===== src/rtl/serial_subtractor.sv =====
// serial_subtractor: bit-serial A + ~B + carry unit, LSB first, one bit per
// clock. Produces the difference and ARM-style {C, N, Z, V} flags, with a
// start/done handshake so the control unit can stall on it.

`ifndef WordWidth
`define WordWidth 32
`endif

module serial_subtractor #(
  parameter int WIDTH = `WordWidth
) (
  input  logic             in_Clk,
  input  logic             in_Rst_N,
  input  logic             in_Start,
  input  logic [WIDTH-1:0] in_Rn,
  input  logic [WIDTH-1:0] in_Op2,
  input  logic             in_Carry,
  input  logic             in_Reverse,
  output logic             out_Busy,
  output logic             out_Done,
  output logic [WIDTH-1:0] out_Y,
  output logic [3:0]       out_CNZV
);

  localparam int IDX_W = $clog2(WIDTH);
  localparam logic [IDX_W-1:0] LAST_IDX = IDX_W'(WIDTH - 1);

  typedef enum logic [0:0] {
    ST_IDLE = 1'b0,
    ST_RUN  = 1'b1
  } state_t;

  // Carry out of a full-adder cell.
  function automatic logic majority(input logic x, input logic y, input logic z);
    return (x & y) | (x & z) | (y & z);
  endfunction

  state_t             state_r;
  logic [WIDTH-1:0]   a_r;
  logic [WIDTH-1:0]   b_r;
  logic               c_r;
  logic [IDX_W-1:0]   idx_r;
  logic [WIDTH-1:0]   res_r;
  logic               busy_r;
  logic               done_r;
  logic [WIDTH-1:0]   y_r;
  logic [3:0]         cnzv_r;

  logic               a_bit_s;
  logic               b_inv_s;
  logic               sum_s;
  logic               carry_next_s;
  logic [WIDTH-1:0]   res_next_s;
  logic               last_s;

  // One full-adder step on the current bit, plus the shifted partial result.
  always_comb begin
    a_bit_s      = a_r[idx_r];
    b_inv_s      = ~b_r[idx_r];
    sum_s        = a_bit_s ^ b_inv_s ^ c_r;
    carry_next_s = majority(a_bit_s, b_inv_s, c_r);
    res_next_s   = {sum_s, res_r[WIDTH-1:1]};
    last_s       = (idx_r == LAST_IDX);
  end

  // Control FSM and datapath registers; outputs only move at completion.
  always_ff @(posedge in_Clk or negedge in_Rst_N) begin
    if (!in_Rst_N) begin
      state_r <= ST_IDLE;
      a_r     <= {WIDTH{1'b0}};
      b_r     <= {WIDTH{1'b0}};
      c_r     <= 1'b0;
      idx_r   <= {IDX_W{1'b0}};
      res_r   <= {WIDTH{1'b0}};
      busy_r  <= 1'b0;
      done_r  <= 1'b0;
      y_r     <= {WIDTH{1'b0}};
      cnzv_r  <= 4'b0000;
    end else begin
      done_r <= 1'b0;
      case (state_r)
        ST_IDLE: begin
          if (in_Start) begin
            a_r     <= in_Reverse ? in_Op2 : in_Rn;
            b_r     <= in_Reverse ? in_Rn  : in_Op2;
            c_r     <= in_Carry;
            idx_r   <= {IDX_W{1'b0}};
            res_r   <= {WIDTH{1'b0}};
            busy_r  <= 1'b1;
            state_r <= ST_RUN;
          end else begin
            busy_r  <= 1'b0;
          end
        end
        ST_RUN: begin
          c_r   <= carry_next_s;
          res_r <= res_next_s;
          idx_r <= idx_r + IDX_W'(1);
          if (last_s) begin
            state_r <= ST_IDLE;
            busy_r  <= 1'b0;
            done_r  <= 1'b1;
            y_r     <= res_next_s;
            // V: operands of different sign and result sign differs from A.
            cnzv_r  <= {carry_next_s,
                        res_next_s[WIDTH-1],
                        (res_next_s == {WIDTH{1'b0}}),
                        (a_r[WIDTH-1] != b_r[WIDTH-1]) &&
                        (res_next_s[WIDTH-1] != a_r[WIDTH-1])};
          end else begin
            busy_r  <= 1'b1;
          end
        end
        default: begin
          state_r <= ST_IDLE;
          busy_r  <= 1'b0;
        end
      endcase
    end
  end

  assign out_Busy = busy_r;
  assign out_Done = done_r;
  assign out_Y    = y_r;
  assign out_CNZV = cnzv_r;

endmodule


===== config.mk =====
export PLATFORM = sky130hd
export DESIGN_NAME = serial_subtractor
export DESIGN_NICKNAME = d
export VERILOG_FILES = /design/src/rtl/serial_subtractor.sv
export SDC_FILE = /design/constraint.sdc
export NUM_CORES = 1
export LEC_CHECK = 0
export CAP_MARGIN = 15
export CORE_MARGIN = 3
export CORE_UTILIZATION = 40
export CTS_BUF_LIST = sky130_fd_sc_hd__clkbuf_8
export CTS_CLUSTER_DIAMETER = 200
export DETAILED_ROUTE_END_ITERATION = 6
export MAX_ROUTING_LAYER = met4
export PLACE_DENSITY = 0.66
export SYNTH_ARGS = -nofsm -noshare
export SYNTH_HDL_FRONTEND = slang
export SYNTH_SLANG_ARGS = --single-unit

===== constraint.sdc =====
create_clock -name in_Clk -period 5.2 [get_ports in_Clk]
set_input_delay 1.04 -clock in_Clk [delete_from_list [all_inputs] [get_ports in_Clk]]
set_output_delay 1.04 -clock in_Clk [all_outputs]
set_load 0.1 [all_outputs]

==> flow_summary.json, run 1 <==
{
  "wl_mm": 13.6,
  "switching_share_pct": 45.0,
  "antenna_found_initial": 0,
  "max-cap-violations": 0,
  "nets": 771,
  "core_area_mm2": 0.0160,
  "n_fill_cell": 1451,
  "skew_ps": 10.4,
  "max_stage_delay_ps": 1010,
  "place_congestion": 0.808,
  "rows": 46,
  "postRouteAntennaNets": 0,
  "synth_largest_area_cell": "dfrtp_1",
  "drt_iter0_drc": 261,
  "p_switching_mw": 2.31,
  "whs_endpoint": "a_r[18]",
  "p_seq_share_pct": 38.7,
  "slew_headroom_pct": 29.4,
  "cts_hold_buf": 0,
  "cts_tree": "done",
  "crit_path_max_fanout": 35,
  "synth_area_per_cell_um2": 10.7,
  "worstPathArrival_ps": 3650,
  "cts.clk_slew.worst_paths_ps": 70,
  "r2r_cells": 9,
  "port_buffers": 106,
  "tightest_slew_ps": 1060,
  "syn-cell-area_mm2": 0.00659,
  "die_w_um": 134,
  "grt_pass1_wl_mm": 22.5,
  "p_total_mw": 5.13,
  "synth_seq_cells": 138,
  "drt_first_pass_iters": 4,
  "ys_seq_area_share_pct": 52.4,
  "worstReg2RegStart": "idx_r[1]",
  "r2r_slack_ps": 1890,
  "cts_buffers": 17,
  "pwr-share-clk_pct": 16.2,
  "drive_gt1_share_pct": 9.69,
  "synth_top_area_share_pct": 52.4,
  "drc": 0,
  "combPwrFrac_pct": 45.1,
  "dieArea_mm2": 0.0180,
  "via_count": 4667,
  "grt_pass1_vias": 4712,
  "status": "complete, no violations",
  "cp_top_family": "flip-flops",
  "cts_resized": 0,
  "worstSetupPathType": "reg2reg",
  "antenna_cells": 0,
  "critPathLaunchType": "register",
  "io_pins": 107,
  "wl_per_cell_um": 14.6,
  "r2r-end": "out_CNZV[1]",
  "insertion_delay_ps": 430,
  "area_growth_pct": 22.7,
  "start_util_pct": 41.2,
  "grt_max_degree": 129,
  "yosys-top-cells-area": "dfrtp_1, mux2i_1, o21ai_0, nand2_1, mux2_2",
  "rsz0062_at_grt": "no",
  "cts_setup_buffers": 0,
  "p_int_mw": 2.82,
  "power.density_mw_per_mm2": 634,
  "holdPathStages": 2,
  "slew_viol_final": 0,
  "fmax_mhz": 302,
  "setup_viol": 0,
  "cpMaxStageDelayCell": "dfrtp_2",
  "dp_hpwl_mm": 9.53,
  "syn_nets": 688,
  "syn-instance-count": 616,
  "cp_cell_sequence": "mux2i_1, a22oi_1, and4b_1, a31oi_1, o311ai_1, fa_1, nor4b_1, nand4_1, o31ai_1",
  "h-tree-depth": 4,
  "setup_tns_ps": 0,
  "clockBufferDepth": 2,
  "track_usage_pct": 15.9,
  "ir_drop_uv": 410,
  "final_hold_viol_count": 0,
  "cts-root-buf": "clkbuf_8",
  "leakage_nw": 3.74,
  "min-delay-start": "a_r[18]",
  "clock_sinks": 138,
  "fp.dieH_um": 134,
  "cp-end-kind": "register",
  "required_ps": 5540,
  "fin_crit_ps": 3310,
  "synth_cell_type_count": 36,
  "cp_num_buf_inv": 0,
  "overflow": 0,
  "fin_crit_sh_pct": 63.7,
  "routed_via_density": 5.03,
  "min_path_type": "reg2reg",
  "ys_warn_count": 0
}
==> cell usage after synthesis <==
cell,count
nor4b_1,1
inv_1,2
a21oi_1,4
xor2_1,1
buf_2,19
fa_1,1
and4b_1,1
buf_4,1
nor3b_1,1
nand4_1,2
a211oi_1,1
buf_6,3
clkbuf_1,21
and2_1,1
mux2i_1,98
nand2b_1,37
a22oi_1,12
o31ai_1,1
nor2_1,4
nand4b_1,1
nor2b_1,4
a22o_1,2
nor4_2,1
xnor2_1,1
nand3_1,2
ha_1,2
a31oi_1,2
o311ai_1,1
and3_1,2
buf_12,2
nand2_1,108
o21ai_1,5
mux2_2,31
o21ai_0,96
nor4_1,7
dfrtp_1,138
==> cells in the final DEF (no fill, tap or decap), types with 6 or more instances in the layout <==
master | netlist | routed
clkbuf_8 | 0 | 20
mux2i_1 | 98 | 98
mux2_2 | 31 | 31
inv_1 | 2 | 6
nor4_1 | 7 | 7
nand2_1 | 108 | 108
a22oi_1 | 12 | 12
nand2b_1 | 37 | 36
clkdlybuf4s50_1 | 0 | 104
o21ai_0 | 96 | 96
dfrtp_1 | 138 | 136
==> power by group through the flow <==
stage | combinational (mW) | clock [mW] | sequential [mW]
floorplan | 1.10 | 0 | 2.62
global placement | 2.28 | 0 | 1.98
detailed placement | 2.33 | 0 | 2.00
CTS | 2.33 | 0.858 | 1.98
global route | 2.50 | 0.902 | 2.05
finish | 2.31 | 0.832 | 1.98
==> stage by stage <==
stage	std cells	hold slack [ps]	area, um2	setup slack (ps)	util, %
after floorplan	616	449	6590	2690	-
after detailed placement	896	471	7700	1890	48.1
final	928	483	8090	1890	50.5
after global routing	928	502	8090	1680	50.5
after global placement	896	462	7700	2050	48.1
after CTS	928	487	8090	1870	50.5
==> tightest hold or removal path: cells and delay by family (launching register included) <==
family,cells,cell delay [ps]
and+or+nand+nor,1,40
AOI/OAI and AO/OA,1,60
DFF,1,350
==> final cells by class <==
type                            count  area [um2]  area share [%]
Timing Repair Buffer              110        1090            13.5
Sequential cell                   138        3460            42.7
Clock inverter                     12         108            1.33
Multi-Input combinational cell    430        2880            35.6
Tap cell                          216         270            3.34
Clock buffer                       20         275            3.40
Inverter                            2        7.51          0.0929
==> worst max path at each step <==
stage | start | end | slack, ps | cells after the start
CTS | idx_r[1] | out_CNZV[1] | 1870 | 9
global placement | idx_r[1] | out_CNZV[1] | 2050 | 9
global route | idx_r[1] | out_CNZV[1] | 1680 | 9
finish | idx_r[1] | out_CNZV[1] | 1890 | 9
detailed placement | idx_r[1] | out_CNZV[1] | 1890 | 9
floorplan | idx_r[1] | out_CNZV[1] | 2690 | 11
==> cell families after synthesis <==
logic type / after synthesis / share of synthesized area, %
AO/OA/AOI/OAI: 124 / 10.2
XOR/XNOR: 2 / 0.266
adder cells (fa/ha/maj): 3 / 0.684
buffers and inverters: 48 / 3.99
flip-flops: 138 / 52.4
multiplexers: 129 / 20.2
AND/OR/NAND/NOR: 172 / 12.3
==> flip-flops by register name (all words and copies together) (netlist names) <==
signal    count
a_r          32
b_r          32
c_r           1
idx_r         5
out_Busy      1
out_CNZV      4
out_Done      1
out_Y        31
res_r        31
==> routing by layer <==
metal	GRT usage [%]	part of all wire [%]	vias to the layer above
met5	-	0	-
met4	4.47	0.89	0
met3	4.24	4.6	10
met2	24.7	48	124
met1	20.7	46	2222
li1	-	-	2311
Note: power is estimated with default switching activity, not from simulation.
==> run 2: changes to the inputs <==
==> constraint.sdc (replaced) <==
create_clock -name in_Clk -period 3.4 [get_ports in_Clk]
set_input_delay 0.68 -clock in_Clk [delete_from_list [all_inputs] [get_ports in_Clk]]
set_output_delay 0.68 -clock in_Clk [all_outputs]
set_load 0.1 [all_outputs]
==> flow_summary.json, run 2 (synthesis gave the netlist of run 1 again) <==
{
  "h-tree-depth": 4,
  "wl_per_cell_um": 14.8,
  "insertion_delay_ps": 440,
  "worstSetupPathType": "reg2reg",
  "slew_headroom_pct": 33.3,
  "core_area_mm2": 0.0160,
  "port_buffers": 106,
  "antenna_cells": 0,
  "switching_share_pct": 43.7,
  "io_pins": 107,
  "p_switching_mw": 3.54,
  "drt_iter0_drc": 241,
  "via_count": 4702,
  "rows": 46,
  "overflow": 0,
  "power.density_mw_per_mm2": 988,
  "final_hold_viol_count": 0,
  "max-cap-violations": 0,
  "top_regs": "a_r (32), b_r (32)",
  "layout_commonest_cell": "dfrtp_1",
  "required_ps": 3750,
  "dieArea_mm2": 0.0180,
  "die_w_um": 134,
  "routed_via_density": 5.02,
  "grt_max_degree": 116,
  "cts.clk_slew.worst_paths_ps": 80,
  "most-common-layout-cells": "dfrtp_1, nand2_1, mux2i_1",
  "crit_path_max_fanout": 14,
  "p_total_mw": 8.10,
  "clock_sinks": 138,
  "setup_viol": 0,
  "cp-end-kind": "register",
  "worstPathArrival_ps": 3250,
  "critPathLaunchType": "register",
  "fp.dieH_um": 134,
  "dp_hpwl_mm": 10.1,
  "p_int_mw": 4.56,
  "antenna_found_initial": 0,
  "skew_ps": 7.50,
  "p_seq_share_pct": 37.4,
  "grt_pass1_vias": 4775,
  "fin_crit_ps": 2890,
  "fmax_mhz": 346,
  "whs_ps": 388,
  "cts_tree": "done",
  "rsz0062_at_grt": "no",
  "pwr-share-clk_pct": 19.2,
  "leakage_nw": 3.85,
  "postRouteAntennaNets": 0,
  "track_usage_pct": 16.9,
  "drive_gt1_share_pct": 14.3,
  "slew_viol_final": 0,
  "cts_setup_buffers": 0,
  "start_util_pct": 41.2,
  "drt_first_pass_iters": 5,
  "fin_crit_sh_pct": 85.1,
  "cts_buffers": 17,
  "area_growth_pct": 24.5,
  "nets": 779,
  "n_fill_cell": 1433,
  "min_path_type": "in2async",
  "status": "complete, no violations",
  "drc": 0,
  "setup_tns_ps": 0,
  "combPwrFrac_pct": 43.4,
  "wl_mm": 13.8,
  "place_congestion": 0.826,
  "cts_hold_buf": 0,
  "clockBufferDepth": 2,
  "cts-root-buf": "clkbuf_8",
  "ir_drop_uv": 642,
  "grt_pass1_wl_mm": 23.5,
  "tightest_slew_ps": 1000,
  "cts_resized": 0
}
[run 2: changes by cell type in the layout (fill, tap and decap cells not counted), sizes merged]
cell	previous run	this run
bufinv	2	5
clkbuf	20	21
clkdlybuf4s50	104	82
buf	6	36
inv	6	2
[run 2: power by group through the flow]
stage | Sequential (mW) | Combinational (mW) | Clock, mW
global placement | 3.06 | 3.45 | 0
CTS | 3.03 | 3.56 | 1.59
global route | 3.14 | 3.83 | 1.67
floorplan | 4.01 | 1.68 | 0
finish | 3.03 | 3.52 | 1.56
detailed placement | 3.06 | 3.55 | 0
[run 2: layout make-up]
cell class	instances	area [um2]	share of cell area (%)
flip-flops and latches	138	3460	42.1
well taps	216	270	3.30
clock buffers	21	289	3.53
inverters	2	7.51	0.0916
repair buffers	118	1110	13.5
clock inverters	11	190	2.32
multi-input cells	430	2880	35.1
[run 2: path summary, 6_finish.rpt]
check | to | from | slack, ps | cells past startpoint
setup / recovery | out_CNZV[1] | idx_r[1] | 510 | 10
hold / removal | out_Y[17] | in_Rst_N | 390 | 1
setup reg to reg | out_CNZV[1] | idx_r[1] | 510 | 10
hold reg to reg | a_r[8] | a_r[8] | 480 | 2
max in group asynchronous | b_r[15] | in_Rst_N | 2240 | 2
min in group in_Clk | a_r[8] | a_r[8] | 480 | 2
[run 2: per-layer routing]
metal  global-route usage [%]  share of wire (%)
met5                        -                  0
met4                     5.49                1.6
met2                     26.2                 49
met3                     4.31                4.1
met1                     21.7                 46
[run 2: worst max-delay path, cell delays in order (launching register included)]
cell	delay [ps]
dfrtp_2	610
buf_4	290
mux2i_1	110
a22o_1	190
nor4_2	210
a31oi_1	50
and3_1	160
fa_1	550
nor4b_1	250
nand4_1	130
o31ai_1	230
[run 2: through the flow]
step	setup WS, ps	util, %	instances	area (um2)
after global routing	160	51.2	936	8200
after CTS	489	51.2	936	8200
after floorplan	891	-	616	6590
after global placement	562	48.2	904	7720
after detailed placement	502	48.2	904	7720
final	507	51.2	936	8200
==> run 3: changes to the inputs <==
--- a/config.mk
+++ b/config.mk
@@ -6,13 +6,13 @@
 export NUM_CORES = 1
 export LEC_CHECK = 0
 export CAP_MARGIN = 15
-export CORE_MARGIN = 3
+export CORE_MARGIN = 2
 export CORE_UTILIZATION = 40
 export CTS_BUF_LIST = sky130_fd_sc_hd__clkbuf_8
 export CTS_CLUSTER_DIAMETER = 200
 export DETAILED_ROUTE_END_ITERATION = 6
 export MAX_ROUTING_LAYER = met4
-export PLACE_DENSITY = 0.66
+export PLACE_DENSITY = 0.7
 export SYNTH_ARGS = -nofsm -noshare
 export SYNTH_HDL_FRONTEND = slang
 export SYNTH_SLANG_ARGS = --single-unit
==> flow_summary.json, run 3 (synthesis gave the netlist of run 1 again) <==
{
  "slew_viol_final": 0,
  "wl_mm": 14.1,
  "leakage_nw": 3.84,
  "clock_sinks": 138,
  "critPathLaunchType": "register",
  "ir_drop_uv": 668,
  "instances_no_fill": 933,
  "via_count": 4782,
  "p_seq_share_pct": 37.8,
  "dpl-instance-area_mm2": 0.00772,
  "most-common-layout-cells": "dfrtp_1, nand2_1, mux2i_1",
  "core_area_mm2": 0.0160,
  "top_layer_used": "met4",
  "min_path_type": "in2async",
  "dp_hpwl_mm": 10.1,
  "fin_crit_sh_pct": 90.8,
  "drt_first_pass_iters": 7,
  "postRouteAntennaNets": 0,
  "layout_commonest_cell": "dfrtp_1",
  "switching_share_pct": 44.2,
  "rsz0062_at_grt": "no",
  "insertion_delay_ps": 450,
  "slew_headroom_pct": 34.3,
  "top_regs": "a_r (32), b_r (32)",
  "power.density_mw_per_mm2": 987,
  "cts_buffers": 17,
  "crit_path_max_fanout": 8,
  "overflow": 0,
  "combPwrFrac_pct": 43.8,
  "cts_hold_buf": 0,
  "status": "complete, no violations",
  "cts_resized": 0,
  "tightest_slew_ps": 982,
  "post-route-cell-area_mm2": 0.00817,
  "drive_gt1_share_pct": 13.0,
  "cts.clk_slew.worst_paths_ps": 80,
  "setup_viol": 0,
  "antenna_cells": 0,
  "worstSetupPathType": "reg2reg",
  "wl_per_cell_um": 15.1,
  "p_switching_mw": 3.56,
  "rows": 46,
  "skew_ps": 8.60,
  "dr_wl_met2_mm": 6.82,
  "cts_setup_buffers": 0,
  "cts-root-buf": "clkbuf_8",
  "grt_pass1_vias": 4817,
  "drt_iter0_drc": 297,
  "required_ps": 3760,
  "setup_tns_ps": 0,
  "port_buffers": 106,
  "place_congestion": 0.820,
  "wl_met3_um": 584,
  "p_int_mw": 4.50,
  "cp-end-kind": "register",
  "grt_max_degree": 129,
  "antenna_found_initial": 0,
  "max-cap-violations": 0,
  "wl_met1_mm": 6.40,
  "h-tree-depth": 4,
  "drc": 0,
  "utilization_pct": 51.0,
  "dieArea_mm2": 0.0175,
  "die_w_um": 132,
  "start_util_pct": 41.2,
  "routed_via_density": 5.13,
  "pre_cts_slack_ps": 354,
  "grt_pass1_wl_mm": 23.7,
  "clockBufferDepth": 2,
  "worstPathArrival_ps": 3450,
  "area_growth_pct": 24.0,
  "pwr-share-clk_pct": 18.4,
  "cts_tree": "done",
  "final_hold_viol_count": 0,
  "track_usage_pct": 17.5,
  "fmax_mhz": 324,
  "place_inst": 901,
  "fp.dieH_um": 132,
  "layout_setup_ws_ps": 312,
  "io_pins": 107,
  "fin_crit_ps": 3090,
  "nets": 776
}
[run 3: power groups by stage]
stage / Sequential, mW / Combinational (mW) / Clock, mW
2_1_floorplan: 4.01 / 1.68 / 0
3_3_place_gp: 3.07 / 3.43 / 0
3_5_place_dp: 3.08 / 3.54 / 0
4_1_cts: 3.05 / 3.55 / 1.52
5_1_grt: 3.15 / 3.83 / 1.58
6_report: 3.05 / 3.53 / 1.49
[run 3: layout make-up]
cell class,count,area [um2]
Inverter,2,7.51
Tap cell,216,270
Clock buffer,22,303
Sequential cell,138,3460
Fill cell,1455,7830
Timing Repair Buffer,115,1100
Clock inverter,10,148
Multi-Input combinational cell,430,2880
[run 3: metal layers]
metal	vias to the layer above	global-route usage [%]
li1	2338	-
met2	115	27.5
met3	21	3.96
met1	2308	22.1
met5	-	-
met4	0	6.63
[run 3: per-stage QoR]
step                      hold slack, ps  total power, mW
after floorplan                      384             5.69
after global placement               469             6.49
after detailed placement             469             6.62
after CTS                            264             8.12
after global routing                 276             8.56
final                                248             8.06
[run 3: critical path, cell delays in order, from the launching register on]
cell and delay [ps]:
dfrtp_1 440, nor2b_1 560, a22oi_1 190, and4b_1 240, a31oi_1 170, o311ai_1 160
fa_1 620, nor4b_1 240, nand4_1 140, o31ai_1 240
[run 3: path summary, 6_finish.rpt]
check,startpoint,end,slack [ps],depth (start not counted)
setup / recovery,idx_r[0],out_CNZV[1],310,9
hold / removal,in_Rst_N,out_Y[17],250,1
setup reg to reg,idx_r[0],out_CNZV[1],310,9
hold reg to reg,a_r[17],a_r[17],490,2
max in group asynchronous,in_Rst_N,out_Busy,2340,2
min in group in_Clk,a_r[17],a_r[17],490,2
==> variant, RTL diff (settings of run 1) <==
Register the inputs `in_Start`, `in_Rn`, `in_Op2`, `in_Carry` and `in_Reverse` before use, with the module's reset. The logic sees them one clock later.
--- a/src/rtl/serial_subtractor.sv
+++ b/src/rtl/serial_subtractor.sv
@@ -29,6 +29,28 @@
     ST_IDLE = 1'b0,
     ST_RUN  = 1'b1
   } state_t;
+
+  logic in_Start_q;
+  logic [WIDTH-1:0] in_Rn_q;
+  logic [WIDTH-1:0] in_Op2_q;
+  logic in_Carry_q;
+  logic in_Reverse_q;
+
+  always_ff @(posedge in_Clk or negedge in_Rst_N) begin
+    if (!in_Rst_N) begin
+      in_Start_q   <= '0;
+      in_Rn_q      <= '0;
+      in_Op2_q     <= '0;
+      in_Carry_q   <= '0;
+      in_Reverse_q <= '0;
+    end else begin
+      in_Start_q   <= in_Start;
+      in_Rn_q      <= in_Rn;
+      in_Op2_q     <= in_Op2;
+      in_Carry_q   <= in_Carry;
+      in_Reverse_q <= in_Reverse;
+    end
+  end
 
   // Carry out of a full-adder cell.
   function automatic logic majority(input logic x, input logic y, input logic z);
@@ -80,10 +102,10 @@
       done_r <= 1'b0;
       case (state_r)
         ST_IDLE: begin
-          if (in_Start) begin
-            a_r     <= in_Reverse ? in_Op2 : in_Rn;
-            b_r     <= in_Reverse ? in_Rn  : in_Op2;
-            c_r     <= in_Carry;
+          if (in_Start_q) begin
+            a_r     <= in_Reverse_q ? in_Op2_q : in_Rn_q;
+            b_r     <= in_Reverse_q ? in_Rn_q : in_Op2_q;
+            c_r     <= in_Carry_q;
             idx_r   <= {IDX_W{1'b0}};
             res_r   <= {WIDTH{1'b0}};
             busy_r  <= 1'b1;
Function: changed (a bounded check fails within 4 cycles, from zero or initial values and one cycle with in_Rst_N low).
==> variant against run 1 <==
- cell area rose by 26%
- synthesized area rose by 25%
- sequential cell count rose by 67
- setup slack got worse by 320 ps
- via count rose by 13%
- non-clock buffer count did not move
- total power rose by 24%
- critical path depth fell by 7
- global-route usage fell by 0.53 points
- routed wire length rose by 19%
- critical endpoint is now out_Busy
- largest cell class unchanged
==> variant: results (changes against run 1) <==
Finish
  • Layout fillers: 1,729 (was 1,451)
  • Fraction of layout cells with a size suffix above 1: 0.113 (was 0.0969)
  • Diode count: 0 (unchanged)
  • Nets: 856 (was 771)

Clock tree
  • Worst skew pair latency: 520 ps (was 430 ps)
  • TritonCTS Buffers: 35 (was 17)
  • Post-CTS setup buffer count: 0 (unchanged)
  • CTS max path bufs: 3 (was 2)
  • H-tree depth: 2 (was 4)

Drt
  • Avg Vias per Cell: 4.93 (was 5.03)
  • Final wirelength: 16,200 um (was 13,600 um)
  • Initial DRC Count: 226 (was 261)
  • Post-route ant nets: 0 (unchanged)

Global routing
  • M3 GR Usage: 0.0318 (was 0.0424)
  • M2 GR Usage: 0.248 (was 0.247)
  • Vias in the first global route: 5,506 (was 4,712)
  • GR Util met1: 0.195 (was 0.207)
  • First-pass GRT wire length: 27,300 um (was 22,500 um)
  • Total global-route track usage: 0.154 (was 0.159)

Synthesis
  • Largest cells by area after synthesis: dfrtp_1 62%, mux2i_1 12%, o21ai_0 5.8% (was dfrtp_1 52%, mux2i_1 15%, o21ai_0 7.3%)
  • Synth cell count leaders: 205 x dfrtp_1, 108 x nand2_1, 98 x mux2i_1 (was 138 x dfrtp_1, 108 x nand2_1, 98 x mux2i_1)
  • Post-synthesis net count: 755 (was 688)
  • Sequential fraction of the synthesis area: 0.621 (was 0.524)

Worst setup path
  • Crit Path Max Fanout: 76 (was 35)
  • CP delay by family, top: buffers and inverters (was flip-flops)
  • WP data arrival: 2590 ps (was 3650 ps)
  • Worst path slowest cell: clkdlybuf4s50_1 (was dfrtp_2)
  • Max stage delay on crit path: 1250 ps (was 1010 ps)

Run status
  • Status: completed (unchanged)

Timing
  • Measured slew at the worst slew-check pin: 1050 ps (was 1060 ps)
  • Skew final: 26.8 ps (was 10.4 ps)

Power
  • Static leakage: 4.74 nW (was 3.74 nW)
  • VDD IR max: 0.226 mV (was 0.410 mV)

Hold path
  • Worst min-delay path category: flop to flop (unchanged)

Placement
  • DP Wirelength: 11,000 um (was 9530 um)
  • Routability congestion estimate: 0.823 (was 0.808)
==> variant: cell count changes in the layout (fill, tap and decap cells not counted), sizes merged <==
cell / delta
clkinv: -1
buf: -2
clkdlybuf4s50: +1
inv: +8
dfrtp: +67
clkbuf: +23
==> variant: kinds of logic after synthesis <==
| logic type | after synthesis | synth area share |
|---|---|---|
| flip-flops | 205 | 0.621 |
| AND/OR/NAND/NOR | 172 | 0.0980 |
| multiplexers | 129 | 0.161 |
| AO/OA/AOI/OAI | 124 | 0.0810 |
| buffers and inverters | 48 | 0.0318 |
| adder cells (fa/ha/maj) | 3 | 0.00545 |
| XOR/XNOR | 2 | 0.00212 |
==> variant: path summary, 6_finish.rpt <==
kind                       startpoint      endpoint  slack [ps]
setup / recovery             out_Busy      out_Busy        1570
hold / removal                 a_r[5]        a_r[5]         480
setup reg to reg             idx_r[1]   out_CNZV[1]        1940
hold reg to reg                a_r[5]        a_r[5]         480
max in group asynchronous    in_Rst_N  in_Reverse_q        3570
min in group asynchronous    in_Rst_N     out_Y[16]         630
==> variant: through the flow <==
step                      utilization  cells  instance area (sq um)  worst slack [ps]  power [W]
after global routing            0.513   1073                  10200              1460    0.00675
after global placement          0.477   1012                   9460              2090    0.00485
after floorplan                     -    683                   8260              2690    0.00431
final                           0.513   1073                  10200              1570    0.00633
after CTS                       0.513   1073                  10200              1540    0.00642
after detailed placement        0.477   1012                   9460              1940    0.00494
==> variant: final cells by class <==
cell class	instances	area share
sequential	205	0.505
tap	265	0.0326
inverter	2	0.000738
clock buffer	42	0.0568
multi-input combinational	430	0.283
clock inverter	19	0.0135
timing repair buffer	110	0.109
==> variant: where the power goes <==
group          leakage [nW]  switching (W)  total (W)  internal [W]
Clock                 0.409       0.000615    0.00145      0.000833
Combinational          1.81        0.00143    0.00225      0.000815
Sequential             2.52       0.000498    0.00263       0.00214
Total                  4.74        0.00255    0.00633       0.00378
==> variant: per-layer routing <==
metal  up-vias  routed length (um)  share of wire
met3        38                 789          0.049
met4         0                 408          0.025
met2       127                7830           0.48
met1      2568                7140           0.44
met5         -                   0              0
li1       2557                   -              -
==> variant: tightest hold or removal path: cells and delay by family (launching register included) <==
kind,cells,cell delay (ps)
compound gates,1,60
simple gates,1,50
flops,1,340
